### src/rtl/stream_toggle_rx.sv
// stream_toggle_rx: toggle-handshake receiver feeding a 2-entry valid/ready stream
module stream_toggle_rx #(
  parameter int DataBits   = 8,
  parameter int SyncStages = 2
) (
  input  logic                clk,
  input  logic                rst,
  input  logic                req_toggle,
  input  logic [DataBits-1:0] req_data,
  output logic                ack_toggle,
  output logic                out_valid,
  input  logic                out_ready,
  output logic [DataBits-1:0] out_data,
  output logic [1:0]          level
);
  logic [SyncStages-1:0] sync;
  logic [DataBits-1:0]   skid;
  logic                  req_s, pending, cap, pop;
  logic [1:0]            level_nxt;
  assign req_s     = sync[SyncStages-1];
  assign pending   = req_s ^ ack_toggle;
  assign cap       = pending && level != 2'd2;
  assign out_valid = level != 2'd0;
  assign pop       = out_valid && out_ready;
  assign level_nxt = level + 2'(cap) - 2'(pop);
  always_ff @(posedge clk or posedge rst)
    if (rst) begin
      sync       <= '0;
      ack_toggle <= 1'b0;
      level      <= 2'd0;
      out_data   <= '0;
      skid       <= '0;
    end else begin
      sync  <= {sync[SyncStages-2:0], req_toggle};
      level <= level_nxt;
      if (cap) ack_toggle <= ~ack_toggle;
      if (cap && (level == 2'd0 || (level == 2'd1 && pop))) out_data <= req_data;
      else if (pop && level == 2'd2) out_data <= skid;
      if (cap && level == 2'd1 && !pop) skid <= req_data;
    end
endmodule

### config.mk
export PLATFORM = sky130hd
export DESIGN_NAME = stream_toggle_rx
export DESIGN_NICKNAME = d
export VERILOG_FILES = /design/src/rtl/stream_toggle_rx.sv
export SDC_FILE = /design/constraint.sdc
export NUM_CORES = 1
export LEC_CHECK = 0
export ABC_AREA = 1
export CAP_MARGIN = 10
export CORE_MARGIN = 2
export CORE_UTILIZATION = 63
export DETAILED_ROUTE_END_ITERATION = 8
export DONT_BUFFER_PORTS = 1
export PLACE_DENSITY = 0.76
export RECOVER_POWER = 25
export SETUP_SLACK_MARGIN = 0.05
export SLEW_MARGIN = 20
export SYNTH_ARGS = -nofsm -noshare
export SYNTH_HDL_FRONTEND = slang
export SYNTH_SLANG_ARGS = --single-unit
### constraint.sdc
create_clock -name clk -period 3.9 [get_ports clk]
set_input_delay 0.78 -clock clk [delete_from_list [all_inputs] [get_ports clk]]
set_output_delay 0.78 -clock clk [all_outputs]
set_load 0.005 [all_outputs]
-- After elaboration in Yosys (flattened, before gate mapping)
Index checks and enable logic that the tools add are counted.
- output and inout port bits: 12
- register bits after elaboration: 21
- equal/unequal tests: 3
- reductions and logical operators: 12
- bitwise gates (word level): 2
- add/subtract/negate cells: 2
- multiplexer cells: 2
- operator list (cell ; number):
    $mux 8 ; 2
    $logic_and 1x1->1 ; 7
    $reduce_bool 2->1 ; 2
    $add 2x1->2 ; 1
    $eq 2x1->1 const B ; 1
    $eq 2x2->1 const B ; 1
    $logic_not 2->1 ; 1
    $ne 2x2->1 const B ; 1
    $sub 2x1->2 ; 1
    $logic_not 1->1 ; 1
    $logic_or 1x1->1 ; 1
    $not 1->1 ; 1
    $xor 1x1->1 ; 1

-- Depth between registers and ports, before layout
- word-level depth: 6
- depth in mapped cells: 10
- depth with buffers taken out: 10

-- Least setup slack after synthesis
OpenSTA, ideal clock, no wires.
- path kind: in2reg
- start point: in out_ready
- end point: reg level[1]
- library setup time: 0.113 ns
- slack: 2.095 ns
- stages on the path: 8
- arrival: 1.692 ns
- cell sequence: inv_2 > a21oi_1 > xnor2_1 > ha_1 > xor2_1 > nand3_1 > nand2_1 > inv_1
- word-level cells in the longest chain between the ends: 2
- RTL lines (what ; line ; text):
    from (decl) ; 12 ; input logic out_ready,
    $logic_and 1x1->1 ; 24 ; assign pop = out_valid && out_ready;
    $sub 2x1->2 ; 25 ; assign level_nxt = level + 2'(cap) - 2'(pop);
    net level_nxt[1] ; 19 ; logic [1:0] level_nxt;
    to (signal assigned) ; 35 ; level <= level_nxt;
    to (decl) ; 14 ; output logic [1:0] level
The timed path passes the listed nets, and every way through them passes these cells.
A chain may end at the register's enable or synchronous reset.

-- Worst setup path in the final report
- start point: reg level[0]
- end point: reg level[1]
- word-level cells in the longest chain between the ends: 4
- RTL lines (what ; line ; text):
    $ne 2x2->1 ; 22 ; assign cap = pending && level != 2'd2;
    $logic_and 1x1->1 ; 22 ;
    $add 2x1->2 ; 25 ;
    $sub 2x1->2 * ; 25 ;
    net level_nxt[1] ; 19 ;
The timed path passes the listed nets; every way through them passes the cells marked *.

==> impl_metrics.yaml <==
worst_setup_path:
  crit_fanout: 4
  cp_num_buf_inv: 2
  crit_arrival_ns: 2.03
  r2r-end: "level[1]"
  worstSetupStartpointType: "flip-flop"
  cp.required_ns: 4.10
  critPathLaunch: "level[0]"
  crit_family: "simple AND/OR/NAND/NOR gates"
  path_cells: "inv_1, nand2_1, nand3_1, xnor2_1, ha_1, xor2_1, nand3_1, nand2_1, inv_1"
  critical_path_class: "reg2reg"
  cp_slowest_cell: "dfrtp_1"
  cpPeakStageDelay_ns: 0.48
  r2r_start: "level[0]"
  r2r_slack_ns: 2.07
  endpoint_kind: "flip-flop"
  reg2reg_depth: 9
synthesis:
  synthCells: 127
  syn-cell-area_um2: 1066
  syn_nets: 140
  ys_warn_count: 0
  yosysUniqueCellTypes: 17
  syn_area_per_cell_um2: 8.394
  synth_seq_cells: 21
  synth-seq-area-share_pct: 49.30
global_route:
  grt-ovfl-total: 0
  grt_start_max_net_pins: 22
  grt_pass1_wl_um: 3187
  antenna_found_initial: 0
  track_usage_pct: 22.05
  grt_pass1_vias: 762
pwr:
  power.total_uw: 857.4
  p_per_area_nw_per_um2: 786.8
  p_clk_share_pct: 11.6
  p_leak_uw: 0.0005990
  vdd_drop_max_mv: 0.5394
  seq_power_share_pct: 46.5
  combPwrFrac_pct: 41.9
  internal-power_uw: 488.0
  p_sw_uw: 369.4
  p_sw_share_pct: 43.09
sta:
  fin_worst_skew_ns: 0.004688
  drv_slew: 0
  slew_headroom_pct: 48.96
  setup_viol: 0
  fmaxAchievable_ghz: 0.5455
  tns_ns: 0
  tightest_slew_ns: 0.7647
  fin_ws_ns: 2.067
  rsz0062_at_grt: "false"
  hold_viol: 0
  period_needed_ns: 1.833
  min_period_over_period_pct: 47.01
clock_network:
  cts_max_level: 1
  postCtsSetupRepairBufs: 0
  clk_latency_ns: 0.29
  cts_resized: 0
  holdBufCountCts: 0
  clockRootBuffer: "clkbuf_4"
  clk_pin_slew_worst_paths_ns: 0.11
  numCtsBuffers: 3
  cts.sinks: 21
  cts_buffer_depth: 2
  tritoncts: "built"
finish:
  final_core_util_pct: 70.70
  nFillCells: 132
  n_antenna_cell: 0
  drive_above_1_share_pct: 16.28
  layout.nets: 143
  syn2layout_area_growth_pct: 2.231
min_path:
  holdPathStages: 0
  hp-start: "sync[0]"
  worst_hold_path.endpoint: "sync[1]"
  hold_class: "reg2reg"
floorplanning:
  die_h_um: 45.14
  dieArea_um2: 2037
  io_pins: 24
  die_x_um: 45.14
  rows: 14
  initial_utilization_pct: 69.16
  core_um2: 1541
route:
  routed-via-count: 793
  drt_wl_total_um: 1868
  drt_iter0_markers: 14
  drc: 0
  viasPerCell: 5.469
  ant_nets: 0
  first_pass_iters: 4
  wl_per_cell_um: 12.88
placed_design:
  gp_congestion: 0.7997
  place_hpwl_um: 1411
  dp_slack_ns: 1.936
  port-buffer-count: 0
flow_run:
  cap_violations: 0
run_status:
  status: "completed"
## layout by cell type, fill, tap and decap left out
cell | netlist | layout
clkbuf_1 | 0 | 1
a21oi_4 | 1 | 1
nand3_1 | 18 | 18
xor2_1 | 1 | 1
nor2_4 | 1 | 1
o21ai_0 | 1 | 1
nor3_1 | 1 | 1
nand2_4 | 2 | 2
inv_2 | 3 | 3
dfrtp_1 | 21 | 21
o21ai_2 | 8 | 8
nand2_2 | 3 | 3
clkbuf_4 | 0 | 3
nand2_1 | 48 | 48
inv_1 | 14 | 14
ha_1 | 1 | 1
a21oi_1 | 1 | 1
xnor2_1 | 1 | 1
## routing by layer
metal | global-route usage, % | share of wire [%] | up-vias
li1 | - | - | 404
met1 | 27.68 | 45 | 361
met2 | 36.29 | 49 | 24
met3 | 5.200 | 4.5 | 4
met4 | 9.412 | 1.4 | 0
met5 | 0 | 0 | -
## stage by stage
step | hold slack [ns] | std cells | instance area, um^2
final | 0.3872 | 145 | 1090
after global routing | 0.4106 | 145 | 1090
after CTS | 0.3965 | 145 | 1090
after detailed placement | 0.3761 | 141 | 1064
after global placement | 0.3453 | 141 | 1064
after floorplan | 0.3312 | 127 | 1066
## cells in the mapped netlist, drive strengths merged
master | count | share of area, %
inv | 17 | 6.0
o21ai | 9 | 7.0
buf | 2 | 2.1
a21oi | 2 | 2.0
xnor2 | 1 | 0.82
ha | 1 | 1.2
nor3 | 1 | 0.47
nand3 | 18 | 8.5
nand2 | 53 | 21
xor2 | 1 | 0.82
nor2 | 1 | 1.1
dfrtp | 21 | 49
## power groups by stage
stage                     combinational [uW]  sequential, uW  clock [uW]
after global placement                   346             400           0
after global routing                     419             415         112
final                                    359             399        99.5
after floorplan                          314             386           0
after detailed placement                 362             405           0
after CTS                                363             400         102
## cell type report
type | count | area [um^2] | share of cell area, %
tap | 16 | 20.02 | 1.837
clock buffer | 4 | 26.28 | 2.411
inverter | 17 | 63.81 | 5.855
sequential | 21 | 525.5 | 48.22
multi-input combinational | 87 | 454.2 | 41.68
## registers in the layout (all words and copies together), names as in the netlist
signal / cells
sync: 2
out_data: 8
skid: 8
ack_toggle: 1
level: 2
## worst reg2reg max path: stages, from the launching register on
cell and delay, ns:
dfrtp_1 0.48, inv_1 0.12, nand2_1 0.17, nand3_1 0.18
xnor2_1 0.18, ha_1 0.17, xor2_1 0.21, nand3_1 0.11
nand2_1 0.08, inv_1 0.04
## worst max path at each step
| stage | end | cells after the start |
|---|---|---|
| after CTS | level[1] | 9 |
| after floorplan | level[1] | 8 |
| after detailed placement | level[1] | 8 |
| final | level[1] | 9 |
| after global routing | level[1] | 9 |
| after global placement | level[1] | 8 |
## cells by family after synthesis
kind of cell | share of synthesized area [%]
simple gates | 30.75
xor+xnor | 1.643
flops | 49.30
fa+ha+maj | 1.174
compound gates | 9.037
buf+inv | 8.098
Note: power is estimated with default switching activity, not from simulation.
